**config.mk**
```make
export PLATFORM = sky130hd
export DESIGN_NAME = dcm_lock_sequencer_flat
export DESIGN_NICKNAME = d
export VERILOG_FILES = /design/src/rtl/dcm_lock_sequencer_if.sv /design/src/rtl/dcm_lock_sequencer.sv /design/src/flat_wrapper.sv
export SDC_FILE = /design/constraint.sdc
export NUM_CORES = 1
export LEC_CHECK = 0
export BUFFER_PORTS_ARGS = -buffer_cell sky130_fd_sc_hd__buf_2
export CAP_MARGIN = 20
export CORE_ASPECT_RATIO = 1.2
export CORE_MARGIN = 4
export CORE_UTILIZATION = 30
export DETAILED_ROUTE_END_ITERATION = 8
export HOLD_SLACK_MARGIN = 0.1
export PLACE_DENSITY = 0.53
export SYNTH_ARGS = -nofsm -noshare
export SYNTH_HDL_FRONTEND = slang
export SYNTH_SLANG_ARGS = --single-unit
```
**constraint.sdc**
```tcl
create_clock -name CLK33 -period 2.5 [get_ports CLK33]
set_input_delay 0.25 -clock CLK33 [delete_from_list [all_inputs] [get_ports CLK33]]
set_output_delay 0.25 -clock CLK33 [all_outputs]
set_load 0.02 [all_outputs]
```
**src/rtl/dcm_lock_sequencer_if.sv**
```systemverilog
// Status and control bundle between the DCM lock sequencer and its surroundings.
// The slave side is the sequencer; the master side is the infrastructure/register side.
`timescale 1ns/1ps
interface dcm_lock_sequencer_if;
    logic [2:0] dcm_status_i;
    logic       force_reset_i;
    logic       dcm_reset_o;
    logic       clk_ok_o;
    logic       fail_o;
    logic [2:0] state_o;
    logic [3:0] retry_count_o;
    logic [7:0] relock_count_o;

    modport slave (
        input  dcm_status_i,
        input  force_reset_i,
        output dcm_reset_o,
        output clk_ok_o,
        output fail_o,
        output state_o,
        output retry_count_o,
        output relock_count_o
    );

    modport master (
        output dcm_status_i,
        output force_reset_i,
        input  dcm_reset_o,
        input  clk_ok_o,
        input  fail_o,
        input  state_o,
        input  retry_count_o,
        input  relock_count_o
    );
endinterface

```
**src/rtl/dcm_lock_sequencer.sv**
```systemverilog
// Drives the 125->250 MHz DCM reset from the 33 MHz domain, waits for a stable lock
// with timeout and bounded retries, and re-sequences on loss of lock or stopped input.
`timescale 1ns/1ps
module dcm_lock_sequencer #(
    parameter int RESET_CYCLES  = 16,
    parameter int LOCK_TIMEOUT  = 65535,
    parameter int SETTLE_CYCLES = 1024,
    parameter int MAX_RETRIES   = 7
) (
    input  logic                  CLK33,
    input  logic                  rst_i,
    dcm_lock_sequencer_if.slave   bus
);

    localparam int MAX_AB  = (RESET_CYCLES > LOCK_TIMEOUT) ? RESET_CYCLES : LOCK_TIMEOUT;
    localparam int MAX_T   = (MAX_AB > SETTLE_CYCLES) ? MAX_AB : SETTLE_CYCLES;
    localparam int TIMER_W = (MAX_T < 1) ? 1 : $clog2(MAX_T + 1);

    // Terminal counts sit one below the cycle count: the timer reads k-1 on the k-th edge after entry.
    localparam logic [TIMER_W-1:0] RESET_LAST  = TIMER_W'(RESET_CYCLES - 1);
    localparam logic [TIMER_W-1:0] LOCK_LAST   = TIMER_W'(LOCK_TIMEOUT - 1);
    localparam logic [TIMER_W-1:0] SETTLE_LAST = TIMER_W'(SETTLE_CYCLES - 1);
    localparam logic [3:0]         RETRY_LIMIT = 4'(MAX_RETRIES);

    typedef enum logic [2:0] {
        ST_RESET     = 3'd0,
        ST_WAIT_LOCK = 3'd1,
        ST_SETTLE    = 3'd2,
        ST_RUN       = 3'd3,
        ST_FAIL      = 3'd4
    } state_t;

    function automatic logic [7:0] sat_inc8(input logic [7:0] v);
        return (v == 8'hFF) ? v : v + 8'd1;
    endfunction

    logic [1:0]         status_p0;
    logic [1:0]         status_p1;
    logic               locked_s;
    logic               stopped_s;
    logic               good_s;
    logic               unused_ps_overflow;

    state_t             state;
    state_t             state_nxt;
    logic [TIMER_W-1:0] timer;
    logic [TIMER_W-1:0] timer_nxt;
    logic [3:0]         retry_q;
    logic [3:0]         retry_nxt;
    logic [3:0]         retry_inc;
    logic [7:0]         relock_q;
    logic [7:0]         relock_nxt;
    logic               dcm_reset_q;
    logic               clk_ok_q;
    logic               fail_q;

    assign unused_ps_overflow = bus.dcm_status_i[0];

    // Stage p0/p1: two-flop synchronizer for LOCKED and CLKIN-stopped
    always_ff @(posedge CLK33 or posedge rst_i) begin
        if (rst_i) begin
            status_p0 <= 2'b00;
            status_p1 <= 2'b00;
        end else begin
            status_p0 <= bus.dcm_status_i[2:1];
            status_p1 <= status_p0;
        end
    end

    assign locked_s  = status_p1[1];
    assign stopped_s = status_p1[0];
    assign good_s    = locked_s & ~stopped_s;

    always_comb begin
        state_nxt  = state;
        timer_nxt  = timer + 1'b1;
        retry_nxt  = retry_q;
        relock_nxt = relock_q;
        retry_inc  = retry_q + 4'd1;

        case (state)
            ST_RESET: begin
                if (timer == RESET_LAST)
                    state_nxt = ST_WAIT_LOCK;
            end
            ST_WAIT_LOCK: begin
                if (good_s) begin
                    state_nxt = ST_SETTLE;
                end else if (timer == LOCK_LAST) begin
                    retry_nxt = retry_inc;
                    state_nxt = (retry_inc == RETRY_LIMIT) ? ST_FAIL : ST_RESET;
                end
            end
            ST_SETTLE: begin
                if (!good_s) begin
                    retry_nxt = retry_inc;
                    state_nxt = (retry_inc == RETRY_LIMIT) ? ST_FAIL : ST_RESET;
                end else if (timer == SETTLE_LAST) begin
                    retry_nxt = 4'd0;
                    state_nxt = ST_RUN;
                end
            end
            ST_RUN: begin
                timer_nxt = timer;
                if (!good_s) begin
                    relock_nxt = sat_inc8(relock_q);
                    state_nxt  = ST_RESET;
                end
            end
            ST_FAIL: begin
                timer_nxt = timer;
            end
            default: begin
                state_nxt = ST_RESET;
            end
        endcase

        if (state_nxt != state)
            timer_nxt = '0;

        // A restart request overrides every transition above, including the relock count.
        if (bus.force_reset_i) begin
            state_nxt  = ST_RESET;
            timer_nxt  = '0;
            retry_nxt  = 4'd0;
            relock_nxt = relock_q;
        end
    end

    // Stage p2: state register with outputs decoded from the next state
    always_ff @(posedge CLK33 or posedge rst_i) begin
        if (rst_i) begin
            state       <= ST_RESET;
            timer       <= '0;
            retry_q     <= 4'd0;
            relock_q    <= 8'd0;
            dcm_reset_q <= 1'b1;
            clk_ok_q    <= 1'b0;
            fail_q      <= 1'b0;
        end else begin
            state       <= state_nxt;
            timer       <= timer_nxt;
            retry_q     <= retry_nxt;
            relock_q    <= relock_nxt;
            dcm_reset_q <= (state_nxt == ST_RESET);
            clk_ok_q    <= (state_nxt == ST_RUN);
            fail_q      <= (state_nxt == ST_FAIL);
        end
    end

    assign bus.dcm_reset_o    = dcm_reset_q;
    assign bus.clk_ok_o       = clk_ok_q;
    assign bus.fail_o         = fail_q;
    assign bus.state_o        = state;
    assign bus.retry_count_o  = retry_q;
    assign bus.relock_count_o = relock_q;

endmodule

```
**src/flat_wrapper.sv**
```systemverilog
// flat-port wrapper written by rule: the top's interface ports become plain ports
module dcm_lock_sequencer_flat 
#(
    parameter int RESET_CYCLES  = 16,
    parameter int LOCK_TIMEOUT  = 65535,
    parameter int SETTLE_CYCLES = 1024,
    parameter int MAX_RETRIES   = 7
)
  (CLK33, rst_i, bus_dcm_status_i, bus_force_reset_i, bus_dcm_reset_o, bus_clk_ok_o, bus_fail_o, bus_state_o, bus_retry_count_o, bus_relock_count_o);
  dcm_lock_sequencer_if bus_i ();
  input  logic CLK33;
  input  logic rst_i;
  input wire logic [$bits(bus_i.dcm_status_i)-1:0] bus_dcm_status_i;
  input wire logic [$bits(bus_i.force_reset_i)-1:0] bus_force_reset_i;
  output wire logic [$bits(bus_i.dcm_reset_o)-1:0] bus_dcm_reset_o;
  output wire logic [$bits(bus_i.clk_ok_o)-1:0] bus_clk_ok_o;
  output wire logic [$bits(bus_i.fail_o)-1:0] bus_fail_o;
  output wire logic [$bits(bus_i.state_o)-1:0] bus_state_o;
  output wire logic [$bits(bus_i.retry_count_o)-1:0] bus_retry_count_o;
  output wire logic [$bits(bus_i.relock_count_o)-1:0] bus_relock_count_o;
  assign bus_i.dcm_status_i = bus_dcm_status_i;
  assign bus_i.force_reset_i = bus_force_reset_i;
  assign bus_dcm_reset_o = bus_i.dcm_reset_o;
  assign bus_clk_ok_o = bus_i.clk_ok_o;
  assign bus_fail_o = bus_i.fail_o;
  assign bus_state_o = bus_i.state_o;
  assign bus_retry_count_o = bus_i.retry_count_o;
  assign bus_relock_count_o = bus_i.relock_count_o;
  dcm_lock_sequencer #(.RESET_CYCLES(RESET_CYCLES), .LOCK_TIMEOUT(LOCK_TIMEOUT), .SETTLE_CYCLES(SETTLE_CYCLES), .MAX_RETRIES(MAX_RETRIES)) u_core (.CLK33(CLK33), .rst_i(rst_i), .bus(bus_i));
endmodule
```
==> flow_summary.ini, run 1 <==
[sta]
finalSetupViolCount = 0
rsz0062_at_grt = false
fmax_mhz = 484
period_needed_ns = 2.07
relative_max_transition_margin = 0.666
worst_clock_skew_ns = 0.00426
hold_viol = 0
maxSlewViolCount = 0
timing.setup.tns_ns = 0
tightest_slew_ns = 0.500
final_period_utilization = 0.827
worst_slack_ns = 0.434

[critical_path]
crit_path_start_kind = flip-flop
critical_path_peak_fanout = 15
cp-startpoint = u_core.timer[0]
timing.setup.critical_path_class = reg -> reg
worstReg2RegEnd = u_core.timer[11]
timing.critical_path.required_ns = 2.72
crit_arrival_ns = 2.29
worst_r2r_path_depth = 8
r2r_start = u_core.timer[0]
cp-end-kind = flip-flop
reg2reg_setup_slack_ns = 0.43

[route]
dr_total_vias = 1488
vias_per_cell = 4.71
routed_wire_length_per_instance_um = 12.4
detail_route.wirelength_mm = 3.90
ant_nets = 0
initialDrtViolationCount = 79
firstDrtPassIters = 4
drc = 0

[pwr]
p_leak_nw = 1.12
power_density_relative_to_cell_area_nw_per_um2 = 511
maximum_ir_drop_on_the_vdd_rail_mv = 0.198

[layout]
multi_input_comb_area_um2 = 998
final_layout_size_suffix_gt1_frac = 0.199
final_cell_mix = 37 x sky130_fd_sc_hd__dfrtp_1, 28 x sky130_fd_sc_hd__nor2_1, 22 x sky130_fd_sc_hd__buf_2
seqCellArea_um2 = 952
syn2layout_area_growth_pct = 16.8
num-fill-cells = 657
layout.nets = 241
diodes = 0
most_common_cell_after_layout_fill_and_taps_aside = sky130_fd_sc_hd__dfrtp_1

[cts]
clk_path_buf_depth = 2
cts_resized = 0
cts_root_buffer = sky130_fd_sc_hd__clkbuf_8
tritoncts = done
numCtsBuffers = 5
cts_num_sinks = 38
insertion_delay_ns = 0.29
cts.htree.levels = 2
clk_pin_slew_ns = 0.08
post_cts_buffers = 0
cts_hold_buf = 3

[logic_synthesis]
post_synth_edffs = 0
yosysSeqAreaShare = 0.472
synth-warning-count = 0
flip_flop_and_latch_count_after_synthesis = 38
avgSynthCellArea_um2 = 10.0
cell_area_after_synthesis_um2 = 2020
ys_types = 43
syn_nets = 212
netlist_instances = 201
asyncSetResetFlopFracSynth = 1.00
ys_dominant_reg_cell = sky130_fd_sc_hd__dfrtp_1

[global_route]
vias_in_the_first_global_route = 1498
groute.usage.overall = 0.105
grt_max_degree = 39
global_route.overflow_total = 0
number_of_antenna_violations_at_the_first_check_in_global_routing = 0
grt_first_pass_wirelength_mm = 7.05

[placement]
place_ws_ns = 0.439
detailedPlacementHpwl_mm = 2.74
place.port_buffers = 22
gpl.final_weighted_congestion = 0.768

[floorplan]
design.portCount = 24
die-height_um = 97.8
initial_core_util = 0.311
die-area_um2 = 8100
placeableCoreArea_um2 = 6490
die_width_um = 82.9
rows = 32

[worst_hold_path]
holdCritPathClass = in -> reg
min_path_cells = 2
hold_end = u_core.bus.state_o[2]
hold_path.startpoint = bus_force_reset_i

[flow_run]
cap_violations = 0

[outcome]
status = finished, final reports clean
==> synthesized netlist by cell type, types with 4 or more instances <==
cell / count / area (µm²)
sky130_fd_sc_hd__nor4_1: 4 / 25.0
sky130_fd_sc_hd__nand2_1: 16 / 60.1
sky130_fd_sc_hd__xnor2_1: 9 / 78.8
sky130_fd_sc_hd__and3_1: 4 / 25.0
sky130_fd_sc_hd__nand4_1: 11 / 68.8
sky130_fd_sc_hd__xor2_1: 14 / 123
sky130_fd_sc_hd__nand3_1: 11 / 55.1
sky130_fd_sc_hd__o21ai_0: 6 / 30.0
sky130_fd_sc_hd__dfrtp_1: 37 / 926
sky130_fd_sc_hd__nor2_1: 28 / 105
sky130_fd_sc_hd__nand2b_1: 6 / 37.5
sky130_fd_sc_hd__inv_1: 6 / 22.5
sky130_fd_sc_hd__ha_1: 5 / 62.6
sky130_fd_sc_hd__a21oi_1: 6 / 30.0
==> metal layers <==
metal,GRT usage,share of wire,wire length [µm]
met5,0,0,0
met4,0.0465,0.015,57
met3,0.0211,0.030,118
met2,0.167,0.48,1880
met1,0.137,0.47,1850
==> stage by stage <==
stage / power (mW) / std cells / cell area [µm²] / hold WS (ns) / utilization
3_5_place_dp: 0.688 / 305 / 2210 / 0.335 / 0.341
6_report: 1.20 / 316 / 2360 / 0.218 / 0.363
3_3_place_gp: 0.687 / 305 / 2210 / 0.337 / 0.341
5_1_grt: 1.27 / 316 / 2360 / 0.223 / 0.363
4_1_cts: 1.23 / 316 / 2360 / 0.209 / 0.363
2_1_floorplan: 0.673 / 201 / 2020 / 0.281 / -
==> cell type report <==
cell class,instances,area share
clock buffer,5,0.0292
clock inverter,3,0.0191
inverter,6,0.00956
multi-input combinational,151,0.424
sequential,38,0.404
tap,85,0.0451
timing repair buffer,28,0.0690
==> flip-flops by register name, indices dropped and copies added, names as in the netlist <==
name,count
u_core.bus.fail_o,1
u_core.status_p1,2
u_core.bus.retry_count_o,4
u_core.status_p0,2
u_core.bus.state_o,3
u_core.timer,16
u_core.bus.clk_ok_o,1
u_core.bus.dcm_reset_o,1
u_core.bus.relock_count_o,8
==> cell families after synthesis <==
logic type	count (synthesis)	share of synthesized area
compound gates	25	0.0999
xor+xnor	23	0.0999
fa+ha+maj	5	0.0310
buf+inv	12	0.0329
flops	38	0.472
mux	3	0.0180
simple gates	95	0.246
==> critical path, cell delays in order (launching register included) <==
cell,delay (ns)
sky130_fd_sc_hd__dfrtp_1,0.44
sky130_fd_sc_hd__inv_1,0.08
sky130_fd_sc_hd__ha_1,0.14
sky130_fd_sc_hd__nand4_1,0.14
sky130_fd_sc_hd__nor4_4,0.35
sky130_fd_sc_hd__o41ai_2,0.13
sky130_fd_sc_hd__nor2_2,0.18
sky130_fd_sc_hd__mux2_4,0.41
sky130_fd_sc_hd__nor2_1,0.12
==> worst max path at each step <==
stage,endpoint,cells past startpoint
2_1_floorplan,u_core.timer[1],9
3_3_place_gp,u_core.timer[8],8
3_5_place_dp,u_core.timer[13],6
4_1_cts,u_core.timer[13],6
5_1_grt,u_core.timer[9],8
6_report,u_core.timer[11],8
==> power by group <==
part	switching [mW]	internal, mW	leakage (nW)	total [mW]
registers	0.00715	0.621	0.511	0.629
clock network	0.229	0.297	0.0504	0.526
logic	0.0311	0.0174	0.563	0.0485
No activity file was read; power rests on OpenSTA's default activity.
==> inputs of run 2 (changes only) <==
==> constraint.sdc (replaced) <==
create_clock -name CLK33 -period 2 [get_ports CLK33]
set_input_delay 0.2 -clock CLK33 [delete_from_list [all_inputs] [get_ports CLK33]]
set_output_delay 0.2 -clock CLK33 [all_outputs]
set_load 0.02 [all_outputs]
==> run 2 against run 1 <==
  * Routed wire length up 11%
  * Critical path depth increased by 1
  * Global-route usage increased by 0.48 points
  * Sequential cell count unchanged
  * First-iteration DRC count decreased by 11%
  * Count of clock-buffer cells in the layout rose by 2
  * Worst setup slack worse by 0.41 ns
  * Fmax grew 4.4%
  * Worst hold slack got worse by 0.030 ns
  * Via count up 6.6%
  * Largest cell class unchanged
  * Highest routed layer unchanged
==> flow_summary.ini, run 2 (same netlist as run 1, synthesis figures left out) <==
[outcome]
status = finished, final reports clean

[placement]
place_area_um2 = 2320
place.port_buffers = 22
gpl.final_weighted_congestion = 0.755
detailedPlacementHpwl_mm = 2.97

[cts]
tritoncts = done
insertion_delay_ns = 0.29
cts_root_buffer = sky130_fd_sc_hd__clkbuf_8
cts.htree.levels = 2
clk_path_buf_depth = 2
numCtsBuffers = 5
cts_num_sinks = 38
clk_pin_slew_ns = 0.08

[global_route]
groute.usage.overall = 0.110
grt_first_pass_wirelength_mm = 7.30
number_of_antenna_violations_at_the_first_check_in_global_routing = 0
global_route.overflow_total = 0
grt.busiest_layer = met2
grt_util_met2 = 0.180
gr-usage-met1 = 0.140
globalRouteMet3Util = 0.0228
vias_in_the_first_global_route = 1543
grt_max_degree = 39

[sta]
period_needed_ns = 1.98
fin_worst_hold_slack_ns = 0.188
worst_clock_skew_ns = 0.00560
final_period_utilization = 0.990
maxSlewViolCount = 0
hold_viol = 0
tightest_slew_ns = 0.485
fmax_mhz = 505
relative_max_transition_margin = 0.677
finalSetupViolCount = 0
rsz0062_at_grt = true

[layout]
final_layout_size_suffix_gt1_frac = 0.308
flip_flop_count_of_the_largest_register_all_copies_and_words_added = 16
diodes = 0
most_common_cell_after_layout_fill_and_taps_aside = sky130_fd_sc_hd__dfrtp_1
postLayoutCoreUtil = 0.393
final_cell_area_um2 = 2550
largest-register = u_core.timer
layout.nets = 260
final_cell_mix = 35 x sky130_fd_sc_hd__dfrtp_1, 22 x sky130_fd_sc_hd__buf_2, 21 x sky130_fd_sc_hd__nor2_1, 21 x sky130_fd_sc_hd__buf_4, 16 x sky130_fd_sc_hd__nand2_1
syn2layout_area_growth_pct = 26.4

[pwr]
p_leak_nw = 1.22
power.share.clock = 0.388
power_density_relative_to_cell_area_nw_per_um2 = 552
pwr-share-comb = 0.055
seq_power_share = 0.557
sw_frac_of_total = 0.230
p_int_mw = 1.08
netSwitchingPower_uw = 323
fin_total_pwr_mw = 1.41
maximum_ir_drop_on_the_vdd_rail_mv = 0.198

[worst_hold_path]
holdCritPathClass = in -> reg
min_path_cells = 2

[floorplan]
design.portCount = 24
placeableCoreArea_um2 = 6490
initial_core_util = 0.311
rows = 32
die-height_um = 97.8
die-area_um2 = 8100
die_width_um = 82.9

[critical_path]
cp-end-kind = flip-flop
critical_path_peak_fanout = 8
timing.critical_path.required_ns = 2.18
crit_arrival_ns = 2.16
worst_r2r_path_depth = 9
crit_path_start_kind = flip-flop
timing.setup.critical_path_class = reg -> reg

[route]
routed_wire_length_per_instance_um = 12.9
drc = 0
ant_nets = 0
dr_total_vias = 1586
detail_route.wirelength_mm = 4.33
vias_per_cell = 4.73
firstDrtPassIters = 4
initialDrtViolationCount = 70

[flow_run]
cap_violations = 0
[run 2: cell count changes in the layout (fill, tap and decap cells not counted), moves of 2 or more]
cell                         before  now
sky130_fd_sc_hd__nor2_1          28   21
sky130_fd_sc_hd__nor2_2           2    7
sky130_fd_sc_hd__dfrtp_2          0    2
sky130_fd_sc_hd__clkinvlp_4       2    0
sky130_fd_sc_hd__dfrtp_1         37   35
sky130_fd_sc_hd__buf_4            3   21
sky130_fd_sc_hd__nor2_4           0    2
[run 2: worst max-delay path, stage by stage (launching register included)]
cell                        delay (ns)
sky130_fd_sc_hd__dfrtp_1          0.38
sky130_fd_sc_hd__inv_1            0.06
sky130_fd_sc_hd__ha_1             0.13
sky130_fd_sc_hd__nand4_1          0.14
sky130_fd_sc_hd__nor4_4           0.31
sky130_fd_sc_hd__buf_4            0.20
sky130_fd_sc_hd__nand2b_4         0.06
sky130_fd_sc_hd__o2111ai_4        0.22
sky130_fd_sc_hd__mux2_4           0.29
sky130_fd_sc_hd__nor2_1           0.07
[run 2: cell type report]
cell class	count	area, µm²
multi-input combinational	152	1080
fill	684	3940
sequential	38	955
tap	85	106
timing repair buffer	46	298
clock buffer	7	86.3
inverter	6	22.5
clock inverter	1	5.00
[run 2: final timing paths]
check	start	slack (ns)	end
max reg2reg	u_core.timer[0]	0.02	u_core.timer[8]
min reg2reg	u_core.status_p0[0]	0.35	u_core.status_p1[0]
min	bus_force_reset_i	0.19	u_core.bus.state_o[0]
max in group asynchronous	rst_i	1.09	u_core.bus.dcm_reset_o
max	u_core.timer[0]	0.02	u_core.timer[8]
min in group asynchronous	rst_i	0.55	u_core.bus.relock_count_o[4]
[run 2: what timing repair did]
action,4_1_cts,5_1_grt
gates cloned,0,1
hold buffers,3,0
pin swaps,0,11
resized for setup,0,17
endpoints found under the setup margin,1,16
endpoints found under the hold margin,39,0
setup buffers,0,3
[run 2: power by group through the flow]
stage | logic, mW | registers (mW) | clock network, mW
final | 0.0778 | 0.784 | 0.546
after floorplan | 0.0421 | 0.799 | 0
after CTS | 0.0682 | 0.784 | 0.571
after global placement | 0.0623 | 0.799 | 0
after detailed placement | 0.0637 | 0.799 | 0
after global routing | 0.0881 | 0.785 | 0.611
[run 2: metal layers]
metal | share of wire | wire length [µm]
met1 | 0.47 | 2050
met2 | 0.49 | 2100
met3 | 0.028 | 120
met4 | 0.014 | 59
met5 | 0 | 0
[run 2: stage by stage]
stage | worst slack (ns) | instances | TNS, ns
floorplan | 0.126 | 201 | 0
global placement | 0.0488 | 320 | 0
detailed placement | 0.00870 | 320 | 0
CTS | -0.00402 | 331 | -0.00402
global route | -0.0900 | 335 | -1.00
finish | 0.0200 | 335 | 0
==> inputs of run 3 (changes only) <==
--- a/config.mk
+++ b/config.mk
@@ -7,7 +7,6 @@
 export LEC_CHECK = 0
 export BUFFER_PORTS_ARGS = -buffer_cell sky130_fd_sc_hd__buf_2
 export CAP_MARGIN = 20
-export CORE_ASPECT_RATIO = 1.2
 export CORE_MARGIN = 4
 export CORE_UTILIZATION = 30
 export DETAILED_ROUTE_END_ITERATION = 8
==> run 3 against run 2 <==
  * Sequential share of layout area up 1.1 points
  * Routed wire length down 4.2%
  * Largest cell class unchanged
  * Critical path type unchanged
  * Combinational power down 18%
  * Sequential cell count unchanged
  * Register-to-register slack about the same
  * Total power up 7.6%
==> flow_summary.ini, run 3 (same netlist as run 1, synthesis figures left out) <==
[outcome]
status = finished, final reports clean

[global_route]
vias_in_the_first_global_route = 1502
global_route.overflow_total = 0
number_of_antenna_violations_at_the_first_check_in_global_routing = 0
grt_max_degree = 39
grt.busiest_layer = met2
groute.usage.overall = 0.110
grt_util_met2 = 0.162
gr-usage-met1 = 0.150
grt_first_pass_wirelength_mm = 7.25
globalRouteMet3Util = 0.0267

[sta]
fmax_mhz = 504
fin_worst_hold_slack_ns = 0.158
worst_slack_ns = 0.0143
rsz0062_at_grt = true
maxSlewViolCount = 0
final_period_utilization = 0.993
finalSetupViolCount = 0
tightest_slew_ns = 0.483
hold_viol = 0
timing.setup.tns_ns = 0
relative_max_transition_margin = 0.678
worst_clock_skew_ns = 0.00618
period_needed_ns = 1.99

[route]
initialDrtViolationCount = 41
dr_total_vias = 1567
ant_nets = 0
firstDrtPassIters = 4
detail_route.wirelength_mm = 4.15
vias_per_cell = 4.84
drc = 0
routed_wire_length_per_instance_um = 12.8

[layout]
final_layout_size_suffix_gt1_frac = 0.259
diodes = 0
final_cell_mix = 37 x sky130_fd_sc_hd__dfrtp_1, 26 x sky130_fd_sc_hd__nor2_1, 22 x sky130_fd_sc_hd__buf_2
flip_flop_count_of_the_largest_register_all_copies_and_words_added = 16
syn2layout_area_growth_pct = 22.5
most_common_cell_after_layout_fill_and_taps_aside = sky130_fd_sc_hd__dfrtp_1
layout.nets = 257
num-fill-cells = 655
postLayoutCoreUtil = 0.385
final_cell_area_um2 = 2470
largest-register = u_core.timer
finalNonFillerCells = 324

[critical_path]
worst_r2r_path_depth = 8
cp-end-kind = flip-flop
crit_path_start_kind = flip-flop
critical_path_peak_fanout = 15
cell_at_the_slowest_stage_of_the_critical_path = sky130_fd_sc_hd__dfrtp_1
timing.setup.critical_path_class = reg -> reg
r2r_start = u_core.timer[0]
critical_path.cell_chain = inv_1 > ha_1 > nand4_1 > nor4_4 > o41ai_2 > nor2_2 > mux2_4 > nor2_2
cpPeakStageDelay_ns = 0.42
crit_arrival_ns = 2.21
worstReg2RegEnd = u_core.timer[4]
critPathMostFrequentCell = sky130_fd_sc_hd__nor2_2
timing.critical_path.required_ns = 2.23
reg2reg_setup_slack_ns = 0.01

[placement]
place_ws_ns = 0.0248
place_area_um2 = 2310
gpl.final_weighted_congestion = 0.820
detailedPlacementHpwl_mm = 2.94
place.port_buffers = 22
placed_cells_incl_taps = 312

[cts]
cts_root_buffer = sky130_fd_sc_hd__clkbuf_8
cts_num_sinks = 38
clk_path_buf_depth = 2
cts.htree.levels = 2
clk_pin_slew_ns = 0.08
numCtsBuffers = 5
tritoncts = done
insertion_delay_ns = 0.29

[floorplan]
initial_core_util = 0.314
rows = 29
die-height_um = 90.0
design.portCount = 24
placeableCoreArea_um2 = 6420
die-area_um2 = 8100
die_width_um = 90.0

[worst_hold_path]
holdCritPathClass = in -> reg
hold_end = u_core.bus.state_o[0]
min_path_cells = 2
hold_path.startpoint = bus_force_reset_i

[flow_run]
cap_violations = 0

[pwr]
maximum_ir_drop_on_the_vdd_rail_mv = 0.352
seq_power_share = 0.518
p_int_mw = 1.17
fin_total_pwr_mw = 1.51
netSwitchingPower_uw = 343
power.share.clock = 0.440
power_density_relative_to_cell_area_nw_per_um2 = 613
p_leak_nw = 1.21
pwr-share-comb = 0.042
sw_frac_of_total = 0.227
-- run 3: cell types whose count changed in the layout (fill, tap and decap cells not counted), moves of 2 or more --
cell,before,now
sky130_fd_sc_hd__nor2_1,21,26
sky130_fd_sc_hd__clkinvlp_4,0,2
sky130_fd_sc_hd__nor2_4,2,0
sky130_fd_sc_hd__nor2_2,7,4
sky130_fd_sc_hd__dfrtp_2,2,0
sky130_fd_sc_hd__buf_4,21,19
sky130_fd_sc_hd__dfrtp_1,35,37
-- run 3: power groups by stage --
| stage | sequential [mW] | clock [mW] | combinational [mW] |
|---|---|---|---|
| floorplan | 0.799 | 0 | 0.0421 |
| global placement | 0.800 | 0 | 0.0619 |
| detailed placement | 0.800 | 0 | 0.0619 |
| CTS | 0.785 | 0.691 | 0.0665 |
| global route | 0.786 | 0.721 | 0.0741 |
| finish | 0.785 | 0.666 | 0.0638 |
-- run 3: layout make-up --
type                            instances  area, µm²  share of cell area
Clock buffer                            5       68.8              0.0278
Clock inverter                          3       45.0              0.0182
Inverter                                6       22.5             0.00911
Multi-Input combinational cell        151       1000               0.406
Sequential cell                        38        952               0.385
Tap cell                               77       96.3              0.0390
Timing Repair Buffer                   44        283               0.114
-- run 3: metal layers --
metal	vias up	part of all wire
met3	8	0.040
met2	28	0.44
met4	0	0.023
met5	-	0
li1	791	-
met1	740	0.50
-- run 3: how the worst max path moves through the flow --
stage | start | endpoint | slack (ns)
floorplan | u_core.timer[0] | u_core.timer[1] | 0.13
global placement | u_core.timer[0] | u_core.timer[9] | 0.06
detailed placement | u_core.timer[0] | u_core.timer[4] | 0.02
CTS | u_core.timer[0] | u_core.timer[2] | 0.002
global route | u_core.timer[0] | u_core.timer[7] | -0.14
finish | u_core.timer[0] | u_core.timer[4] | 0.01
-- run 3: repair_timing --
item                                    in CTS  in global routing
pin swaps                                    0                  1
cloned                                       0                  0
gates resized for setup                      1                  1
endpoints found under the hold margin       39                  0
buffers inserted                             0                  1
hold buffers                                 3                  0
endpoints found under the setup margin       1                 16
-- run 3: worst max-delay path: cells and delay by family, from the launching register on --
kind	cells	cell delay [ns]
simple gates	4	0.75
mux	1	0.41
compound gates	1	0.13
fa+ha+maj	1	0.14
flops	1	0.42
buf+inv	1	0.07
